===== src/rtl/crc8_pkg.sv =====
// Shared definitions for the CRC-8 framer and its CRC engine.
// Holds the framer state encoding, the CRC seed, the frame-counter width and
// the byte-wise CRC-8 update used by the engine (MSB-first, no reflection).
package crc8_pkg;

   typedef enum logic [1:0] {
      CLEAR = 2'd0,
      PASS  = 2'd1,
      CRC   = 2'd2
   } state_t;

   localparam logic [7:0] CRC_INIT    = 8'h00;
   localparam int         FRAME_CNT_W = 16;

   function automatic logic [7:0] crc8_next(input logic [7:0] crc,
                                            input logic [7:0] data,
                                            input logic [7:0] poly);
      logic [7:0] c;
      c = crc ^ data;
      for (int i = 0; i < 8; i++) begin
         c = c[7] ? ({c[6:0], 1'b0} ^ poly) : {c[6:0], 1'b0};
      end
      return c;
   endfunction

endpackage


===== src/rtl/crc8_frame_tx_crc8.sv =====
// Byte-wide CRC-8 engine. rst_i is a synchronous clear back to CRC_INIT so the
// framer can clear it from state logic without a combinational async reset.
// crc_o holds its value whenever data_valid_i is low.
module crc8
   import crc8_pkg::*;
#(
   parameter logic [7:0] POLYNOMIAL = 8'h07
) (
   input  logic       clk_i,
   input  logic       rst_i,
   input  logic       data_valid_i,
   input  logic [7:0] data_i,
   output logic [7:0] crc_o
);

   // CRC register: clear, fold one byte, or hold.
   always_ff @(posedge clk_i) begin
      if (rst_i) begin
         crc_o <= CRC_INIT;
      end else if (data_valid_i) begin
         crc_o <= crc8_next(crc_o, data_i, POLYNOMIAL);
      end
   end

endmodule


===== src/rtl/crc8_frame_tx.sv =====
// Transmit framer: forwards payload bytes unchanged and appends one CRC-8 byte
// per frame, clearing the CRC engine between frames.
// Optional macro CRC8_FRAME_TX_FRAME_CNT_EN adds frame_count_o, a wrapping
// count of CRC-byte handshakes.
//
// state | meaning
// ------+----------------------------------------------------------
// CLEAR | input stalled, CRC engine cleared for one cycle
// PASS  | payload bytes accepted and forwarded, folded into the CRC
// CRC   | input stalled, waiting to load the CRC byte (m_last_o=1)
module crc8_frame_tx
   import crc8_pkg::*;
#(
   parameter logic [7:0] POLYNOMIAL = 8'h07
) (
   input  logic                   clk_i,
   input  logic                   rst_i,
   input  logic [7:0]             s_data_i,
   input  logic                   s_valid_i,
   input  logic                   s_last_i,
   output logic                   s_ready_o,
   output logic [7:0]             m_data_o,
   output logic                   m_valid_o,
   output logic                   m_last_o,
   input  logic                   m_ready_i
`ifdef CRC8_FRAME_TX_FRAME_CNT_EN
   ,
   output logic [FRAME_CNT_W-1:0] frame_count_o
`endif
);

   state_t     state, state_nxt;
   logic       free;
   logic       load;
   logic [7:0] load_data;
   logic       load_last;
   logic       crc_clr;
   logic       crc_dv;
   logic [7:0] crc;

   assign free = !m_valid_o || m_ready_i;

   crc8 #(
      .POLYNOMIAL (POLYNOMIAL)
   ) u_crc8 (
      .clk_i        (clk_i),
      .rst_i        (rst_i || crc_clr),
      .data_valid_i (crc_dv),
      .data_i       (s_data_i),
      .crc_o        (crc)
   );

   // State register; reset lands in CLEAR so the engine is always re-seeded.
   always_ff @(posedge clk_i or posedge rst_i) begin
      if (rst_i) begin
         state <= CLEAR;
      end else begin
         state <= state_nxt;
      end
   end

   // Next-state, input handshake and output-register load selection.
   always_comb begin
      state_nxt = state;
      s_ready_o = 1'b0;
      crc_clr   = 1'b0;
      crc_dv    = 1'b0;
      load      = 1'b0;
      load_data = s_data_i;
      load_last = 1'b0;
      case (state)
         CLEAR: begin
            crc_clr   = 1'b1;
            state_nxt = PASS;
         end
         PASS: begin
            s_ready_o = free;
            if (s_valid_i && free) begin
               load   = 1'b1;
               crc_dv = 1'b1;
               if (s_last_i) begin
                  state_nxt = CRC;
               end
            end
         end
         CRC: begin
            if (free) begin
               load      = 1'b1;
               load_data = crc;
               load_last = 1'b1;
               state_nxt = CLEAR;
            end
         end
         default: state_nxt = CLEAR;
      endcase
   end

   // Output register: reload when free, otherwise drop valid once drained.
   always_ff @(posedge clk_i or posedge rst_i) begin
      if (rst_i) begin
         m_data_o  <= 8'h00;
         m_valid_o <= 1'b0;
         m_last_o  <= 1'b0;
      end else if (load) begin
         m_data_o  <= load_data;
         m_valid_o <= 1'b1;
         m_last_o  <= load_last;
      end else if (m_ready_i) begin
         m_valid_o <= 1'b0;
         m_last_o  <= 1'b0;
      end
   end

`ifdef CRC8_FRAME_TX_FRAME_CNT_EN
   logic [FRAME_CNT_W-1:0] frame_cnt;

   // Count completed frames on the CRC-byte handshake; wraps naturally.
   always_ff @(posedge clk_i or posedge rst_i) begin
      if (rst_i) begin
         frame_cnt <= '0;
      end else if (m_valid_o && m_ready_i && m_last_o) begin
         frame_cnt <= frame_cnt + 1'b1;
      end
   end

   assign frame_count_o = frame_cnt;
`endif

endmodule


===== config.mk =====
export PLATFORM = sky130hd
export DESIGN_NAME = crc8_frame_tx
export DESIGN_NICKNAME = d
export VERILOG_FILES = /design/src/rtl/crc8_pkg.sv /design/src/rtl/crc8_frame_tx_crc8.sv /design/src/rtl/crc8_frame_tx.sv
export SDC_FILE = /design/constraint.sdc
export NUM_CORES = 1
export LEC_CHECK = 0
export BUFFER_PORTS_ARGS = -buffer_cell sky130_fd_sc_hd__buf_2
export CORE_UTILIZATION = 53
export DETAILED_ROUTE_END_ITERATION = 7
export MAX_ROUTING_LAYER = met4
export PLACE_DENSITY = 0.84
export SKIP_LAST_GASP = 1
export SYNTH_ARGS = -nofsm -noshare
export SYNTH_HDL_FRONTEND = slang
export SYNTH_SLANG_ARGS = --single-unit

===== constraint.sdc =====
create_clock -name clk_i -period 1.8 [get_ports clk_i]
set_input_delay 0.36 -clock clk_i [delete_from_list [all_inputs] [get_ports clk_i]]
set_output_delay 0.36 -clock clk_i [all_outputs]
set_load 0.02 [all_outputs]

==> results of run 1 <==
-- layer usage --
metal | vias up | track usage | routed length [µm]
met5 | - | - | 0
met1 | 420 | 0.2602 | 1004
li1 | 453 | - | -
met4 | 0 | 0.05714 | 17
met3 | 2 | 0.02778 | 45
met2 | 15 | 0.3671 | 1118
-- cells in the final DEF (no fill, tap or decap), types with 2 or more instances in the layout --
master	count
buf_2	23
nand2_1	13
o21ai_0	13
dfrtp_1	12
xnor2_1	11
mux2i_1	8
nor2_1	7
dfxtp_1	7
inv_1	5
xnor3_1	5
a21oi_1	5
or3_1	4
ha_1	4
a211oi_1	3
clkbuf_4	3
buf_4	3
mux2_2	2
-- final cells by class --
class	count	area share
Multi-Input combinational cell	88	0.5098
Sequential cell	20	0.3289
Clock buffer	4	0.02585
Tap cell	27	0.02406
Inverter	5	0.01337
Timing Repair Buffer	26	0.09804
-- through the flow --
| step | util | hold slack [ns] | total power [mW] | std cells |
|---|---|---|---|---|
| 6_report | 0.6808 | 0.05147 | 2.099 | 170 |
| 5_1_grt | 0.6808 | 0.09761 | 2.278 | 170 |
| 4_1_cts | 0.6778 | 0.06939 | 2.117 | 170 |
| 3_5_place_dp | 0.6602 | 0.4125 | 1.854 | 166 |
| 3_3_place_gp | 0.6602 | 0.4051 | 1.799 | 166 |
| 2_1_floorplan | - | 0.2247 | 1.560 | 117 |
-- sequential cells by signal, indices dropped and copies added (netlist names) --
register      count
m_data_o          8
m_last_o          1
m_valid_o         1
state             2
u_crc8.crc_o      8
-- what timing repair did --
action | CTS | global route
hold buffers | 0 | 0
resized for setup | 0 | 2
hold endpoints to repair | 0 | 0
setup buffers | 0 | 0
setup endpoints to repair | 0 | 4
-- cell usage after synthesis --
cell type        number
dfrtp_1              12
a31o_1                1
xnor3_2               1
and2_1                1
nand2b_1              1
nand2_1              13
and3_1                1
xnor2_1              11
nor2_1                7
dfxtp_1               8
xnor3_1               5
xnor2_4               1
a211oi_1              3
xnor2_2               1
a21o_1                1
mux2i_1               8
a21oi_1               5
clkbuf_1              2
buf_6                 1
xor2_1                1
o21ai_0              13
ha_1                  4
or3_1                 4
mux2_2                2
or2_2                 1
inv_1                 5
nand3_1               2
clkdlybuf4s25_2       1
o32ai_1               1
-- worst reg2reg max path: stages, from the launching register on --
cell     delay, ns
dfxtp_2       0.36
xnor3_2       0.44
xnor3_1       0.35
or3_1         0.32
a21oi_1       0.16
-- path summary, 6_finish.rpt --
kind	from	to	cells past startpoint
worst max-delay path	state[1]	s_ready_o	4
worst min-delay path	rst_i	m_data_o[3]	2
worst max register to register	u_crc8.crc_o[1]	u_crc8.crc_o[3]	4
worst min register to register	m_data_o[4]	m_data_o[4]	2
max in group asynchronous	rst_i	m_data_o[6]	2
min in group clk_i	m_ready_i	m_last_o	2
-- report_power, final --
part	switching (mW)	leakage, nW	internal, mW
logic	0.627	0.474	0.515
registers	0.0965	0.218	0.597
clock network	0.139	0.0210	0.123
total	0.863	0.713	1.24
-- cell families after synthesis --
kind of cell	count (synthesis)	share of synthesized area
AO/OA/AOI/OAI	24	0.1129
XOR/XNOR	20	0.2341
adder cells (fa/ha/maj)	4	0.04107
buffers and inverters	9	0.03902
flip-flops	20	0.3778
multiplexers	10	0.08419
AND/OR/NAND/NOR	30	0.1109
==> flow_summary.json, run 1 <==
{
  "syn_area_per_cell_um2": 10.42,
  "power_per_cell_area_mw_per_mm2": 1495,
  "drc": 0,
  "cts_tree": "built",
  "critical_path.max_stage_delay_ns": 0.41,
  "status": "completed",
  "cap_viol_max_count": 0,
  "yosysTopAreaCell": "dfrtp_1",
  "critPathLaunchType": "flop",
  "grt_pass1_wl_um": 3905,
  "firstDrtPassIters": 4,
  "regArea_um2": 461.7,
  "maxSlewHeadroom": 0.6981,
  "max_slew.worst_pin.slew_ns": 0.4524,
  "syn_inst": 117,
  "max_freq_ghz": 0.5803,
  "cts_made_buffers": 3,
  "synth_top_area_frac": 0.2464,
  "post-route-period-util": 0.9574,
  "final_area_mm2": 0.001404,
  "ios": 24,
  "post-route-min-period_ns": 1.723,
  "syn_nets": 134,
  "vias_per_cell": 5.235,
  "ys_seq_area_frac": 0.3778,
  "portBuffers": 23,
  "rsz0062_at_grt": "true",
  "drive_above_1_share": 0.2657,
  "initial_utilization": 0.5910,
  "hold_path_class": "input pin to asynchronous set/reset pin",
  "ys_ff_latch": 20,
  "crit_type": "flop to output pin",
  "cp.required_ns": 1.44,
  "clk_pin_slew_worst_paths_ns": 0.11,
  "first_iter_violations": 5,
  "numClockSinks": 20,
  "tns_ns": 0,
  "ctsLongestPathBuffers": 2,
  "p_leak_nw": 0.7128,
  "antenna_found_initial": 0,
  "ys.warnings.count": 0,
  "num_antenna_cells": 0,
  "design.core.area_mm2": 0.002062,
  "grt_max_degree": 18,
  "grt_usage": 0.2130,
  "cts-root-buf": "clkbuf_4",
  "synth.distinct_cells": 29,
  "h-tree-depth": 1,
  "layout_setup_ws_ns": 0.07670,
  "finalHoldViolations": 0,
  "syn-cell-area_mm2": 0.001219,
  "slowest_stage": "dfrtp_1",
  "place_congestion": 0.7510,
  "slew_viol_final": 0,
  "detailed_place_hpwl_um": 1731,
  "post-place-ws_ns": 0.02622,
  "areaGrowthSynthToFinish_pct": 15.20,
  "layout.nets": 161,
  "finClkSkew_ns": 0.005296,
  "vias": 890,
  "cp_top_family": "flip-flops",
  "r2r_setup_slack_ns": 0.10,
  "dieArea_mm2": 0.002495,
  "clkLatencyLatePin_ns": 0.30,
  "die_w_um": 49.95,
  "crit_chain": "inv_1, ha_1, and2_1, buf_2",
  "num_rows": 16,
  "place_area_mm2": 0.001361,
  "cp_max_fo": 6,
  "vdd_ir_drop_max_uv": 946.6,
  "worstSetupEndpointType": "output pin",
  "cp.arrival_ns": 1.36,
  "setup_viol": 0,
  "multi_input_area_um2": 715.7,
  "critical_path_buf_inv_count": 2,
  "overflow": 0,
  "ant_nets": 0,
  "num-fill-cells": 172,
  "wirelength_um": 2185,
  "die_y_um": 49.95,
  "grt_pass1_vias": 891,
  "wl_per_cell_um": 12.85,
  "synth.area.top_cells": "dfrtp_1, dfxtp_1, xnor3_1"
}
Note: power is estimated with default switching activity, not from simulation.
==> run 2: changes to the inputs <==
CORE_UTILIZATION = 40   (was 53)
PLACE_DENSITY = 0.67   (was 0.84)
SYNTH_HIERARCHICAL = 1   (was default)
==> flow_summary.json, run 2 <==
{
  "status": "completed",
  "vias": 1060,
  "ys.warnings.count": 6,
  "cap_viol_max_count": 0,
  "numClockSinks": 20,
  "syn-cell-area_mm2": 0.001348,
  "ios": 24,
  "drive_above_1_share": 0.3121,
  "post-route-period-util": 0.9796,
  "first_iter_violations": 19,
  "dp_cells": 197,
  "clk_pin_slew_worst_paths_ns": 0.12,
  "slowest_stage": "dfrtp_1",
  "rsz0062_at_grt": "true",
  "cp_top_family": "simple AND/OR/NAND/NOR gates",
  "syn_nets": 146,
  "seq_power_share": 0.288,
  "setup_viol": 0,
  "postCtsSetupRepairBufs": 0,
  "num_antenna_cells": 0,
  "finalHoldViolations": 0,
  "final_common_cell": "buf_2",
  "hold_path_class": "input pin to asynchronous set/reset pin",
  "vdd_ir_drop_max_uv": 567.1,
  "worst_hold_slack_ns": 0.04091,
  "maxSlewHeadroom": 0.7017,
  "grt_usage": 0.1811,
  "total_power_mw": 2.403,
  "layout_common_cells": "buf_2, dfrtp_1, xnor2_1, buf_4, dfxtp_1",
  "grt_pass1_wl_um": 4609,
  "initial_utilization": 0.4308,
  "power_per_cell_area_mw_per_mm2": 1494,
  "detailed_place_hpwl_um": 2202,
  "vias_per_cell": 5.274,
  "cts_made_buffers": 3,
  "ys_seq_area_frac": 0.3417,
  "async_reset_ff_frac": 0.6000,
  "overflow": 0,
  "p_leak_nw": 0.7540,
  "synth_top_area_frac": 0.2228,
  "crit_type": "flop to flop",
  "synth.area.top_cells": "dfrtp_1, dfxtp_1, xnor2_1",
  "crit_chain": "inv_2, ha_4, and2_4, and2_4, inv_4, or2_0, mux2i_1, mux2_1",
  "synth.most_common_cell": "dfrtp_1",
  "worstSetupEndpointType": "flop",
  "ctsLongestPathBuffers": 2,
  "cts_hold_buf": 0,
  "p_comb_frac": 0.558,
  "crit_top_cell": "and2_4",
  "slew_viol_final": 0,
  "critical_path_buf_inv_count": 2,
  "h-tree-depth": 1,
  "grt_max_degree": 18,
  "layout.nets": 175,
  "post-route-min-period_ns": 1.763,
  "cp_max_fo": 5,
  "critical_path.max_stage_delay_ns": 0.42,
  "critPathLaunchType": "flop",
  "cts_resized": 0,
  "place_congestion": 0.8069,
  "cts-root-buf": "clkbuf_4",
  "largestRegisters": "m_data_o: 8 flops, u_crc8/crc_o: 8 flops, state: 2 flops",
  "die_w_um": 60.04,
  "wirelength_um": 2862,
  "die_y_um": 60.04,
  "firstDrtPassIters": 4,
  "wl_per_cell_um": 14.24,
  "syn_area_per_cell_um2": 10.45,
  "yosysTopAreaCell": "dfrtp_1",
  "finClkSkew_ns": 0.007614,
  "synth_flop_cell": "dfrtp_1",
  "portBuffers": 23,
  "p_sw_mw": 0.9832,
  "ant_nets": 0,
  "cts_tree": "built",
  "power.internal_mw": 1.419,
  "clkPwrFrac": 0.154,
  "p_sw_frac": 0.4092,
  "syn_inst": 129,
  "ys_ff_latch": 20,
  "synth-edff-count": 0,
  "synth.distinct_cells": 40,
  "grt_pass1_vias": 1026,
  "cp.required_ns": 2.01,
  "design.core.area_mm2": 0.003128,
  "num_rows": 20,
  "synth_common_cells": "dfrtp_1, xnor2_1, dfxtp_1, inv_1, a21oi_1",
  "areaGrowthSynthToFinish_pct": 19.31,
  "clkLatencyLatePin_ns": 0.30,
  "finalNonFillerCells": 201,
  "drc": 0,
  "dieArea_mm2": 0.003605,
  "max_freq_ghz": 0.5671,
  "antenna_found_initial": 0,
  "cp.arrival_ns": 1.97,
  "max_slew.worst_pin.slew_ns": 0.4470,
  "fin_util": 0.5140
}
## run 2: metrics by stage
stage	setup slack, ns	instance area (µm²)	setup TNS (ns)
2_1_floorplan	0.003352	1366	0
3_3_place_gp	0.08888	1553	0
3_5_place_dp	0.03142	1553	0
4_1_cts	0.01953	1605	0
5_1_grt	-0.03749	1608	-0.04431
6_report	0.03672	1608	0
## run 2: metal layers
metal	vias to the layer above	part of all wire	GRT usage	wire [µm]
met5	-	0	-	0
met1	515	0.47	0.2236	1342
li1	513	-	-	-
met4	0	0.012	0.07973	34
met3	4	0.039	0.02165	112
met2	28	0.48	0.2968	1373
## run 2: cells by family after synthesis
kind of cell	synth area share
buf+inv	0.05200
flops	0.3417
fa+ha+maj	0.03714
mux	0.05385
xor+xnor	0.1876
compound gates	0.1848
simple gates	0.1430
## run 2: layout make-up
type	count	area (µm²)
Clock buffer	3	22.52
Clock inverter	1	30.03
Fill cell	295	1520
Inverter	8	32.53
Multi-Input combinational cell	94	832.0
Sequential cell	20	460.4
Tap cell	44	55.05
Timing Repair Buffer	31	175.2
## run 2: worst paths after layout
path / from / endpoint / slack, ns / depth (start not counted)
hold / removal: rst_i / m_data_o[0] / 0.04 / 2
setup reg to reg: state[1] / u_crc8/crc_o[2] / 0.04 / 8
min in group clk_i: m_ready_i / m_last_o / 0.41 / 3
hold reg to reg: m_data_o[2] / m_data_o[2] / 0.50 / 1
setup / recovery: state[1] / u_crc8/crc_o[2] / 0.04 / 8
max in group asynchronous: rst_i / state[0] / 1.45 / 2
## run 2: power by group through the flow
stage               clock network [mW]  registers (mW)  logic (mW)
finish                           0.370           0.691        1.34
global route                     0.403           0.708        1.46
CTS                              0.384           0.693        1.34
detailed placement                   0           0.701        1.33
global placement                     0           0.691        1.29
floorplan                            0           0.794       0.897
